File: src/rtl/cpu_seq_pkg.sv
// Shared types and constants for the CPU run sequencer.
//   state_t           : sequencer state encoding
//   IMEM/DMEM_*       : word sizes and the matching address shifts
//   HALT_WORD_DEFAULT : jal x0,0, the halt encoding seen when the CPU spins
//   clamp_len         : limits a requested word count to a memory depth
//   after_load        : where to go once the program is in memory
package cpu_seq_pkg;

  typedef enum logic [2:0] {
    ST_IDLE,
    ST_LOAD,
    ST_RUN,
    ST_DUMP_RD,
    ST_DUMP_CAP,
    ST_DUMP_OUT,
    ST_DONE
  } state_t;

  localparam int unsigned IMEM_WORD_BYTES = 4;
  localparam int unsigned DMEM_WORD_BYTES = 8;
  localparam int unsigned IMEM_SHIFT      = $clog2(IMEM_WORD_BYTES);
  localparam int unsigned DMEM_SHIFT      = $clog2(DMEM_WORD_BYTES);

  localparam logic [31:0] HALT_WORD_DEFAULT = 32'h0000_006F;

  function automatic logic [7:0] clamp_len(input logic [7:0] len, input int unsigned lim);
    return (32'(len) > lim) ? 8'(lim) : len;
  endfunction

  // A zero run budget skips RUN; a zero dump length skips the dump.
  function automatic state_t after_load(input logic run_zero, input logic dump_zero);
    if (!run_zero)  return ST_RUN;
    if (!dump_zero) return ST_DUMP_RD;
    return ST_DONE;
  endfunction

endpackage

File: src/rtl/run_cycle_counter.sv
// Run-budget counter: a loadable down-counter for the remaining budget and an
// up-counter of cycles actually run.
//   clk, rst        : clock, synchronous active-high reset
//   load, load_val  : restart with a new budget (clears count)
//   step            : one enabled CPU cycle elapsed
//   count           : cycles run since the last load
//   expire          : the current step is the last one of the budget
//   empty           : no budget remaining
module run_cycle_counter #(
  parameter int unsigned CNT_W = 32
) (
  input  logic             clk,
  input  logic             rst,
  input  logic             load,
  input  logic [CNT_W-1:0] load_val,
  input  logic             step,
  output logic [CNT_W-1:0] count,
  output logic             expire,
  output logic             empty
);

  logic [CNT_W-1:0] remain;

  always_ff @(posedge clk) begin
    if (rst) begin
      remain <= '0;
      count  <= '0;
    end else if (load) begin
      remain <= load_val;
      count  <= '0;
    end else if (step && (remain != '0)) begin
      remain <= remain - CNT_W'(1);
      count  <= count + CNT_W'(1);
    end
  end

  assign expire = (remain == CNT_W'(1));
  assign empty  = (remain == '0);

endmodule

File: src/rtl/cpu_run_sequencer.sv
// Run controller for the single-cycle RISC-V cpu: loads a program into
// instruction memory, runs the CPU for a cycle budget, then streams a window
// of data memory out.
//   clk, rst                          : clock, synchronous active-high reset
//   start, prog_len, run_cycles,
//   dump_len                          : job request (sampled in IDLE)
//   ld_valid/ld_data/ld_ready         : program load stream
//   imem_addr/imem_wen/imem_wdata     : instruction-memory write port
//   dmem_addr/dmem_ren/dmem_rdata     : data-memory read port (1-cycle latency)
//   cpu_arst_n, cpu_enable            : CPU reset release and run enable
//   instr_obs                         : fetched instruction (halt detect only)
//   dump_valid/dump_data/dump_ready   : data dump stream
//   busy, done, cycles_run            : status
//   halted                            : sticky halt flag (halt detect only)
// Optional feature: define CPU_SEQ_HALT_DETECT_EN to end RUN early when the
// CPU fetches HALT_WORD.
module cpu_run_sequencer
  import cpu_seq_pkg::*;
#(
  parameter int unsigned IMEM_WORDS = 128,
  parameter int unsigned DMEM_WORDS = 128,
  parameter int unsigned CNT_W      = 32,
  parameter logic [31:0] HALT_WORD  = HALT_WORD_DEFAULT
) (
  input  logic             clk,
  input  logic             rst,
  input  logic             start,
  input  logic [7:0]       prog_len,
  input  logic [CNT_W-1:0] run_cycles,
  input  logic [7:0]       dump_len,
  input  logic             ld_valid,
  input  logic [31:0]      ld_data,
  output logic             ld_ready,
  output logic [63:0]      imem_addr,
  output logic             imem_wen,
  output logic [31:0]      imem_wdata,
  output logic [63:0]      dmem_addr,
  output logic             dmem_ren,
  input  logic [63:0]      dmem_rdata,
  output logic             cpu_arst_n,
  output logic             cpu_enable,
  input  logic [31:0]      instr_obs,
  output logic             dump_valid,
  output logic [63:0]      dump_data,
  input  logic             dump_ready,
  output logic             busy,
  output logic             done,
  output logic [CNT_W-1:0] cycles_run
`ifdef CPU_SEQ_HALT_DETECT_EN
  ,
  output logic             halted
`endif
);

  state_t     state, state_next;
  logic [7:0] plen, dlen, idx, didx;
  logic [7:0] plen_in, dlen_in;
  logic       cnt_load, cnt_step, cnt_expire, cnt_empty;
  logic       halt_hit;

  assign plen_in  = clamp_len(prog_len, IMEM_WORDS);
  assign dlen_in  = clamp_len(dump_len, DMEM_WORDS);
  assign cnt_load = (state == ST_IDLE) && start;
  assign cnt_step = (state == ST_RUN);

`ifdef CPU_SEQ_HALT_DETECT_EN
  assign halt_hit = (instr_obs == HALT_WORD);

  // Sticky until the next accepted start.
  always_ff @(posedge clk) begin
    if (rst)                                halted <= 1'b0;
    else if (cnt_load)                      halted <= 1'b0;
    else if ((state == ST_RUN) && halt_hit) halted <= 1'b1;
  end
`else
  logic unused_halt;
  assign unused_halt = ^{instr_obs, HALT_WORD};
  assign halt_hit    = 1'b0;
`endif

  run_cycle_counter #(.CNT_W(CNT_W)) u_cnt (
    .clk      (clk),
    .rst      (rst),
    .load     (cnt_load),
    .load_val (run_cycles),
    .step     (cnt_step),
    .count    (cycles_run),
    .expire   (cnt_expire),
    .empty    (cnt_empty)
  );

  // State register.
  always_ff @(posedge clk) begin
    if (rst) state <= ST_IDLE;
    else     state <= state_next;
  end

  // Next-state logic.
  always_comb begin
    state_next = state;
    case (state)
      ST_IDLE: if (start) begin
        state_next = (plen_in == 8'd0) ? after_load(run_cycles == '0, dlen_in == 8'd0)
                                       : ST_LOAD;
      end
      ST_LOAD: if (ld_valid && (idx == plen - 8'd1)) begin
        state_next = after_load(cnt_empty, dlen == 8'd0);
      end
      ST_RUN: if (cnt_expire || halt_hit) begin
        state_next = (dlen == 8'd0) ? ST_DONE : ST_DUMP_RD;
      end
      ST_DUMP_RD:  state_next = ST_DUMP_CAP;
      ST_DUMP_CAP: state_next = ST_DUMP_OUT;
      ST_DUMP_OUT: if (dump_ready) begin
        state_next = (didx == dlen - 8'd1) ? ST_DONE : ST_DUMP_RD;
      end
      ST_DONE: state_next = ST_IDLE;
      default: state_next = ST_IDLE;
    endcase
  end

  // State-decoded outputs; load-port signals pass the stream straight through.
  always_comb begin
    ld_ready   = 1'b0;
    imem_wen   = 1'b0;
    imem_addr  = '0;
    imem_wdata = '0;
    dmem_ren   = 1'b0;
    dmem_addr  = '0;
    cpu_enable = 1'b0;
    dump_valid = 1'b0;
    done       = 1'b0;
    busy       = (state != ST_IDLE);
    case (state)
      ST_LOAD: begin
        ld_ready   = 1'b1;
        imem_wen   = ld_valid;
        imem_addr  = 64'(idx) << IMEM_SHIFT;
        imem_wdata = ld_data;
      end
      ST_RUN: cpu_enable = 1'b1;
      ST_DUMP_RD: begin
        dmem_ren  = 1'b1;
        dmem_addr = 64'(didx) << DMEM_SHIFT;
      end
      ST_DUMP_OUT: dump_valid = 1'b1;
      ST_DONE:     done       = 1'b1;
      default: ;
    endcase
  end

  // Job registers, indices, CPU reset release and dump capture.
  always_ff @(posedge clk) begin
    if (rst) begin
      plen       <= '0;
      dlen       <= '0;
      idx        <= '0;
      didx       <= '0;
      cpu_arst_n <= 1'b0;
      dump_data  <= '0;
    end else begin
      case (state)
        ST_IDLE: if (start) begin
          plen       <= plen_in;
          dlen       <= dlen_in;
          idx        <= '0;
          didx       <= '0;
          // An empty program leaves the load phase immediately.
          cpu_arst_n <= (plen_in == 8'd0);
        end
        ST_LOAD: if (ld_valid) begin
          idx <= idx + 8'd1;
          if (state_next != ST_LOAD) cpu_arst_n <= 1'b1;
        end
        ST_DUMP_CAP: dump_data <= dmem_rdata;
        ST_DUMP_OUT: if (dump_ready) didx <= didx + 8'd1;
        default: ;
      endcase
    end
  end

endmodule

File: config.mk
export PLATFORM = sky130hd
export DESIGN_NAME = cpu_run_sequencer
export DESIGN_NICKNAME = d
export VERILOG_FILES = /design/src/rtl/cpu_seq_pkg.sv /design/src/rtl/run_cycle_counter.sv /design/src/rtl/cpu_run_sequencer.sv
export SDC_FILE = /design/constraint.sdc
export NUM_CORES = 1
export LEC_CHECK = 0
export BUFFER_PORTS_ARGS = -buffer_cell sky130_fd_sc_hd__buf_4
export CELL_PAD_IN_SITES_DETAIL_PLACEMENT = 0
export CELL_PAD_IN_SITES_GLOBAL_PLACEMENT = 1
export CORE_ASPECT_RATIO = 0.7
export CORE_MARGIN = 5
export CORE_UTILIZATION = 34
export DETAILED_ROUTE_END_ITERATION = 8
export GPL_TIMING_DRIVEN = 0
export PLACE_DENSITY_LB_ADDON = 0.1
export SYNTH_ARGS = -nofsm -noshare
export SYNTH_HDL_FRONTEND = slang
export SYNTH_SLANG_ARGS = --single-unit
File: constraint.sdc
create_clock -name clk -period 3.5 [get_ports clk]
set_input_delay 1.05 -clock clk [delete_from_list [all_inputs] [get_ports clk]]
set_output_delay 1.05 -clock clk [all_outputs]
set_load 0.02 [all_outputs]
==> flow_summary.toml, run 1 <==
[finish]
diodes = 0
n_fill_cell = 2578
layout.nets = 1733
mostFrequentLayoutCell = "buf_4"
drive_gt1_frac = 0.303
most-common-layout-cells = "buf_4 (412), nand2_1 (203), dfxtp_1 (164)"
synthToLayoutAreaGrowth_pct = 42.9

[drt]
wirelength_um = 30200
firstDrtPassIters = 5
drt.antenna.violating_nets = 0
via_per_inst = 4.62
vias = 8728
avgRoutedWirePerCell_um = 16.0
drtIter0Drc = 473
drc = 0

[worst_hold_path]
hp-class = "flop to flop"
min_from = "dump_data[42]"
whs_path_depth = 2

[worst_setup_path]
end_kind = "output port"
crit_type = "flop to output port"
crit_arrival_ns = 2.08
worstPathMaxFanout = 10
cp-startpoint = "state[2]"
required_ns = 2.45
max_stage_delay_ns = 0.77
cp-start-kind = "flop"
crit_slowest_cell = "nor3_1"
timing.rr.start = "state[2]"
path_cells = "clkbuf_1, nor3_1, and2_1, buf_4"
reg2regPathDepth = 7

[sta]
finalSetupViolations = 0
slew_violations = 0
rsz0062_at_grt = "false"
hold_ws_ns = 0.455
tns_ns = 0
worst_pin_slew_ns = 0.899
layout_min_cycle_time_ns = 3.13
final_min_period_over_clock_period = 0.896
hold_violations = 0
skew_ns = 0.0114
relSlewSlack = 0.396
timing.fmax_ghz = 0.319

[floorplan]
rows = 49
fp.dieH_um = 144
die_w_um = 202
pin_count = 445
initial_core_util = 0.344
coreArea_sq_mm = 0.0255
die_area_sq_mm = 0.0291

[global_route]
grt_max_degree = 17
overflow = 0
antenna_found_initial = 1
grt_pass1_wl_um = 45300
grt_usage = 0.196
grt_pass1_vias = 8108

[power_and_ir_drop]
vdd_drop_max_mv = 0.337
p_per_area_mw_per_mm2 = 392
leakagePower_uw = 0.00554

[cts]
post_cts_resized = 0
cts_made_buffers = 17
tritoncts = "done"
cts_hold_buf = 0
cts_root_buffer = "clkbuf_16"
cts_buffer_depth = 2
post_cts_buffers = 0
cts.htree.levels = 4
insertion_delay_ns = 0.44
cts.sinks = 164
clkTransAtPathRegs_ns = 0.07

[logic_synthesis]
synthFlopType = "dfxtp_1"
netlist_instances = 1114
ys_async_sr_fraction = 0
netlist_area_sq_mm = 0.00876
synth_cell_types = 67
synth_edf_count = 0
ys.warnings.count = 0
synth.avg_cell_area_sq_um = 7.87
synth_seq_cells = 164
seq_area_frac_synth = 0.375

[placed_design]
place_hpwl_um = 24100
io_buffer_count = 300
place_congestion = 0.807

[outcome]
status = "finished clean"

[flow_run]
drv_cap = 0
## worst max-delay path, delay by kind of cell (launching register included)
family | cells | cell delay (ns)
AND/OR/NAND/NOR | 2 | 1.01
buffers and inverters | 2 | 0.34
flip-flops | 1 | 0.30
## Yosys cell counts, drive strengths merged (3+ instances only)
master	count	area, sq um
nand2	205	780
dfxtp	164	3280
buf	123	900
a21oi	112	561
nor2	87	362
and2	51	319
xor2	44	385
clkbuf	43	161
nand3	40	205
nor3	21	128
nor4	21	159
xnor2	21	184
nand4	20	125
nand3b	16	120
a31oi	14	87.6
inv	14	52.6
and3	13	81.3
or3	12	81.3
o211ai	11	82.6
o21ai	11	55.1
ha	8	100
or4	8	67.6
a211oi	5	37.5
and4	5	43.8
a211o	3	35.0
a221oi	3	26.3
a22oi	3	22.5
a32oi	3	26.3
nand2b	3	18.8
o311ai	3	26.3
o31ai	3	22.5
## cells by family after synthesis
group,share of synthesized area
multiplexers,0.00243
XOR/XNOR,0.0650
flip-flops,0.375
AO/OA/AOI/OAI,0.124
buffers and inverters,0.128
AND/OR/NAND/NOR,0.294
other,0.000428
adder cells (fa/ha/maj),0.0114
## cell type report
| type | instances | area [sq um] | share of cell area |
|---|---|---|---|
| multi-input cells | 880 | 4770 | 0.381 |
| flip-flops and latches | 164 | 3280 | 0.262 |
| repair buffers | 300 | 2250 | 0.180 |
| plain buffers | 166 | 1060 | 0.0847 |
| clock buffers | 21 | 480 | 0.0384 |
| well taps | 331 | 414 | 0.0331 |
| clock inverters | 11 | 195 | 0.0156 |
| inverters | 15 | 61.3 | 0.00490 |
## layer usage
metal	GRT usage	routed length, um	vias up
met2	0.296	13600	312
met3	0.0605	2510	38
li1	-	-	4439
met1	0.270	13600	3939
met5	0	0	-
met4	0.0568	568	0
## report_power, final
| part | internal (uW) | switching [uW] | total (uW) | leakage (uW) |
|---|---|---|---|---|
| Combinational | 347 | 448 | 795 | 0.00388 |
| Clock | 1350 | 821 | 2170 | 0.000334 |
| Sequential | 1900 | 41.7 | 1940 | 0.00133 |
## stage by stage
| step | std cells | utilization | power, uW | instance area, sq um | worst slack [ns] |
|---|---|---|---|---|---|
| after CTS | 1888 | 0.491 | 4940 | 12500 | 0.319 |
| final | 1888 | 0.491 | 4910 | 12500 | 0.365 |
| after global routing | 1888 | 0.491 | 5100 | 12500 | 0.108 |
| after floorplan | 1225 | - | 2490 | 9180 | 0.874 |
| after detailed placement | 1856 | 0.464 | 2770 | 11800 | 0.334 |
| after global placement | 1856 | 0.464 | 2770 | 11800 | 0.303 |
## registers in the layout, summed over array words and instances (netlist names)
| name | cells |
|---|---|
| cpu_arst_n | 1 |
| didx | 8 |
| dlen | 8 |
| dump_data | 64 |
| idx | 8 |
| plen | 8 |
| state | 3 |
| u_cnt.count | 32 |
| u_cnt.remain | 32 |
## final timing paths
path / end / slack [ns]
max: dmem_addr[3] / 0.37
min: dump_data[42] / 0.45
max reg2reg: u_cnt.remain[23] / 0.89
min reg2reg: dump_data[42] / 0.45
Power figures use the tool's default switching activity.
==> run 2: changes to the inputs <==
ABC_AREA = 1   (was unset)
REMOVE_ABC_BUFFERS = 1   (was unset)
==> run 2 against run 1 <==
Net effect: area after synthesis is 12% higher; first-iteration DRC count is 30% higher; critical path depth is 1 higher; largest power group unchanged; clock power is 9.2% lower; fmax is 4.6% lower; global-route usage is 0.28 points lower; highest routed layer unchanged; sequential share of layout area is 0.38 points lower; via count is 15% higher.
==> flow_summary.toml, run 2 <==
[drt]
drc = 0
drtIter0Drc = 613
vias = 10073
drt.antenna.violating_nets = 0
firstDrtPassIters = 5
via_per_inst = 4.55
avgRoutedWirePerCell_um = 15.1
wirelength_um = 33400

[logic_synthesis]
netlist_area_sq_mm = 0.00982
synth.most_common_cell = "nand2_1"
synth_seq_cells = 164
synth_edf_count = 0
ys_top_cells_by_count = "nand2_1 (334), nor2_1 (328), dfxtp_1 (164)"
yosys.area.top_type = "dfxtp_1"
synthTopCellsByArea = "dfxtp_1 (33%), nand2_1 (13%), nor2_1 (13%), buf_4 (8.8%), inv_1 (5.8%)"
synth_cell_types = 41
synth_top_area_share = 0.334
ys.warnings.count = 0
netlist_instances = 1542
ys_async_sr_fraction = 0
synthFlopType = "dfxtp_1"
synth.avg_cell_area_sq_um = 6.37
seq_area_frac_synth = 0.334

[floorplan]
fp.dieH_um = 152
die_w_um = 213
coreArea_sq_mm = 0.0287
initial_core_util = 0.342
rows = 52
pin_count = 445
die_area_sq_mm = 0.0324

[sta]
relSlewSlack = 0.380
finalSetupViolations = 0
timing.fmax_ghz = 0.304
slew_violations = 0
fin_ws_ns = 0.215
final_min_period_over_clock_period = 0.939
hold_violations = 0
rsz0062_at_grt = "false"
hold_ws_ns = 0.474
layout_min_cycle_time_ns = 3.29
worst_pin_slew_ns = 0.929
skew_ns = 0.00754

[global_route]
antenna_found_initial = 0
overflow = 0
grt_usage = 0.193
grt_pass1_vias = 9363
grt_max_degree = 49
grt_pass1_wl_um = 50900

[flow_run]
drv_cap = 0

[placed_design]
place_hpwl_um = 25200
io_buffer_count = 300
place_congestion = 0.828
post-place-ws_ns = -0.0795

[cts]
cts_root_buffer = "clkbuf_16"
cts.sinks = 164
clkTransAtPathRegs_ns = 0.07
tritoncts = "done"
cts_made_buffers = 17
cts_hold_buf = 0
insertion_delay_ns = 0.44
cts_buffer_depth = 2
cts.htree.levels = 4

[worst_setup_path]
path_delay_family = "buffers and inverters"
path_cells = "inv_1, nor3_1, clkinv_1, nor2_1, buf_4"
r2r_end = "u_cnt.remain[16]"
crit_arrival_ns = 2.24
crit_type = "flop to output port"
max_stage_delay_ns = 0.51
worstPathMaxFanout = 9
regToRegSetupSlack_ns = 0.33
reg2regPathDepth = 9
crit_slowest_cell = "dfxtp_1"
timing.rr.start = "u_cnt.remain[0]"
cp-start-kind = "flop"
end_kind = "output port"
critPathBufInv = 3
required_ns = 2.45

[power_and_ir_drop]
p_clk_frac = 0.411
vdd_drop_max_mv = 0.312
switching_share = 0.308
p_per_area_mw_per_mm2 = 378
p_sw_uw = 1480
comb_power_share = 0.184
p_total_uw = 4800
pwr-share-seq = 0.405
p_int_uw = 3320
leakagePower_uw = 0.00617

[outcome]
status = "finished clean"

[worst_hold_path]
min_from = "u_cnt.remain[1]"
worstHoldEndpoint = "u_cnt.remain[1]"
whs_path_depth = 2
hp-class = "flop to flop"

[finish]
most-common-layout-cells = "nand2_1 (333), nor2_1 (328), buf_4 (303)"
diodes = 0
n_fill_cell = 3104
synthToLayoutAreaGrowth_pct = 29.4
top_register = "dump_data"
largest_registers = "dump_data x64, u_cnt.count x32, u_cnt.remain x32"
largest_register_ffs = 64
mostFrequentLayoutCell = "nand2_1"
drive_gt1_frac = 0.201
layout.nets = 2013
[run 2: cell types whose count changed after synthesis, sizes merged, moves of 19 or more]
cell and change:
and2 -50, nand3 +19, nand2 +132, nor2 +246, a21oi -52, inv +142, o21ai +85
[run 2: what timing repair did]
| item | CTS | global route |
|---|---|---|
| setup buffers | 0 | 4 |
| endpoints found under the setup margin | 0 | 91 |
| resized for setup | 0 | 4 |
[run 2: how the worst max path moves through the flow]
stage	from	end	slack, ns	depth (start not counted)
after CTS	u_cnt.remain[0]	u_cnt.remain[15]	0.007	9
after global routing	u_cnt.remain[0]	u_cnt.remain[11]	0.02	9
final	state[1]	dmem_addr[10]	0.21	5
after floorplan	state[2]	state[2]	-1.73	8
after detailed placement	start	plen[6]	-0.08	5
after global placement	state[2]	state[2]	-6.40	8
[run 2: power by group through the flow]
stage	logic (uW)	registers (uW)	clock network (uW)
CTS	859	1940	2030
floorplan	531	1980	0
global route	990	1950	2090
detailed placement	856	1990	0
finish	883	1940	1970
global placement	847	1990	0
[run 2: logic make-up after synthesis]
group / count (synthesis) / synth area share
other: 1 / 0.000382
DFF: 164 / 0.334
and+or+nand+nor: 804 / 0.337
AOI/OAI and AO/OA: 199 / 0.110
buffers and inverters: 321 / 0.167
adders and majority gates: 8 / 0.0102
xor gates and xnor gates: 45 / 0.0401
[run 2: cell type report]
cell class	instances	area, sq um	share of cell area
clock buffers	20	457	0.0359
clock inverters	12	144	0.0113
inverters	159	606	0.0477
multi-input cells	1169	5330	0.419
flip-flops and latches	164	3280	0.258
well taps	378	473	0.0372
repair buffers	311	2400	0.189
repair inverters	2	15.0	0.00118
[run 2: worst reg2reg max path, stage by stage, from the launching register on]
cell,delay (ns)
dfxtp_1,0.34
inv_1,0.09
ha_1,0.28
nand2_1,0.15
nor2_2,0.22
nand2_1,0.24
o21ai_4,0.68
inv_2,0.61
a22oi_1,0.35
a21oi_1,0.09
[run 2: routing by layer]
layer  wire, um  up-vias  GRT usage
li1           -     5221          -
met1      15500     4543      0.265
met2      14800      284      0.300
met3       2620       25     0.0552
met4        449        0     0.0478
met5          0        -          0
[run 2: per-stage QoR]
| stage | cell area (sq um) | TNS [ns] | std cells | util |
|---|---|---|---|---|
| 2_1_floorplan | 9190 | -109.27 | 1491 | - |
| 3_3_place_gp | 11900 | -575.60 | 2169 | 0.415 |
| 3_5_place_dp | 12000 | -0.658 | 2176 | 0.419 |
| 4_1_cts | 12600 | 0 | 2208 | 0.440 |
| 5_1_grt | 12700 | 0 | 2215 | 0.443 |
| 6_report | 12700 | 0 | 2215 | 0.443 |
==> run 3: changes to the inputs <==
clock period = 3.8 ns   (was 3.5 ns; I/O delays follow)
==> run 3 against run 2 <==
Net effect: power is 8.3% lower; sequential share of layout area is 0.13 points higher; largest power group unchanged; setup slack better by 0.095 ns; count of clock-buffer cells in the layout stayed put; first-iteration DRC count is 8.6% lower.
==> flow_summary.toml, run 3 (synthesis results as in run 2) <==
[placed_design]
io_buffer_count = 300
place_hpwl_um = 25200
place_congestion = 0.828

[sta]
tns_ns = 0
layout_min_cycle_time_ns = 3.49
timing.fmax_ghz = 0.287
rsz0062_at_grt = "true"
hold_violations = 0
finalSetupViolations = 0
slew_violations = 0
relSlewSlack = 0.202
hold_ws_ns = 0.474
worst_pin_slew_ns = 1.20
skew_ns = 0.00885
final_min_period_over_clock_period = 0.918

[finish]
top_register = "dump_data"
largest_registers = "dump_data x64, u_cnt.count x32, u_cnt.remain x32"
drive_gt1_frac = 0.198
mostFrequentLayoutCell = "nand2_1"
largest_register_ffs = 64
most-common-layout-cells = "nand2_1 (333), nor2_1 (328), buf_4 (300)"
n_fill_cell = 3103
diodes = 0
synthToLayoutAreaGrowth_pct = 28.7
layout.nets = 2007

[power_and_ir_drop]
comb_power_share = 0.181
switching_share = 0.307
vdd_drop_max_mv = 0.287
leakagePower_uw = 0.00615
pwr-share-seq = 0.407
p_per_area_mw_per_mm2 = 348
p_int_uw = 3050
p_total_uw = 4400
p_clk_frac = 0.412
p_sw_uw = 1350

[worst_hold_path]
hp-class = "flop to flop"

[global_route]
grt_max_degree = 49
grt_usage = 0.193
overflow = 0
antenna_found_initial = 0
grt_pass1_vias = 9363
grt_pass1_wl_um = 50900

[worst_setup_path]
crit_path_frequent_cell = "inv_1"
crit_arrival_ns = 2.35
crit_type = "flop to output port"
regToRegSetupSlack_ns = 0.60
r2r_end = "plen[6]"
cp-endpoint = "imem_wdata[5]"
cp-start-kind = "flop"
cp-startpoint = "state[0]"
max_stage_delay_ns = 0.56
timing.rr.start = "state[1]"
reg2regPathDepth = 5
worstPathMaxFanout = 41
end_kind = "output port"
path_cells = "inv_1, nor3_4, inv_1, nor2_1, buf_4"
crit_slowest_cell = "inv_1"
required_ns = 2.66

[drt]
drc = 0
firstDrtPassIters = 5
vias = 10027
avgRoutedWirePerCell_um = 15.0
wirelength_um = 33000
drt.antenna.violating_nets = 0
via_per_inst = 4.54
drtIter0Drc = 560

[cts]
cts.sinks = 164
insertion_delay_ns = 0.44
cts_buffer_depth = 2
cts_made_buffers = 17
post_cts_buffers = 0
tritoncts = "done"
cts.htree.levels = 4
clkTransAtPathRegs_ns = 0.07
cts_root_buffer = "clkbuf_16"

[floorplan]
rows = 52
coreArea_sq_mm = 0.0287
die_w_um = 213
die_area_sq_mm = 0.0324
fp.dieH_um = 152
pin_count = 445
initial_core_util = 0.342

[flow_run]
drv_cap = 0

[outcome]
status = "finished clean"
[run 3: cell types whose count changed in the layout (fill, tap and decap cells not counted), sizes merged]
cell	change
buf	-4
clkinvlp	-4
inv	+2
[run 3: layout make-up]
class	count	area (sq um)	area share
clock buffer	20	457	0.0361
timing repair buffer	307	2360	0.186
clock inverter	12	144	0.0114
inverter	159	598	0.0473
sequential	164	3280	0.260
multi-input combinational	1169	5330	0.422
tap	378	473	0.0374
[run 3: power groups by stage]
stage	sequential [uW]	clock (uW)	combinational [uW]
6_report	1790	1810	797
5_1_grt	1800	1930	896
4_1_cts	1790	1870	792
3_5_place_dp	1830	0	789
3_3_place_gp	1830	0	780
2_1_floorplan	1820	0	489
[run 3: worst min path at each step]
stage | depth (start not counted) | start | to
after floorplan | 2 | u_cnt.remain[1] | u_cnt.remain[1]
after global placement | 2 | u_cnt.remain[1] | u_cnt.remain[1]
after detailed placement | 2 | u_cnt.remain[1] | u_cnt.remain[1]
after CTS | 2 | u_cnt.remain[1] | u_cnt.remain[1]
after global routing | 2 | u_cnt.remain[1] | u_cnt.remain[1]
final | 2 | u_cnt.remain[1] | u_cnt.remain[1]
[run 3: per-layer routing]
layer  vias to the layer above  routed length (um)  part of all wire  GRT usage
met1                      4533               15400              0.47      0.265
met3                        25                2510             0.076     0.0552
met5                         -                   0                 0          0
met4                         0                 450             0.014     0.0478
met2                       256               14700              0.44      0.300
li1                       5213                   -                 -          -
[run 3: timing repair]
item | in CTS | in global routing
endpoints found under the setup margin | 0 | 7
hold buffers | 0 | 0
gates resized for setup | 0 | 0
[run 3: worst max-delay path, delay by kind of cell (launching register included)]
kind,cells,cell delay [ns]
buffers and inverters,3,0.91
flip-flops,1,0.45
AND/OR/NAND/NOR,2,0.54
[run 3: metrics by stage]
| step | util | area, sq um | std cells | setup WS, ns |
|---|---|---|---|---|
| finish | 0.441 | 12600 | 2209 | 0.310 |
| global route | 0.441 | 12600 | 2209 | -0.00386 |
| CTS | 0.440 | 12600 | 2208 | 0.218 |
| detailed placement | 0.419 | 12000 | 2176 | 0.131 |
| global placement | 0.415 | 11900 | 2169 | -6.10 |
| floorplan | - | 9190 | 1491 | -1.43 |
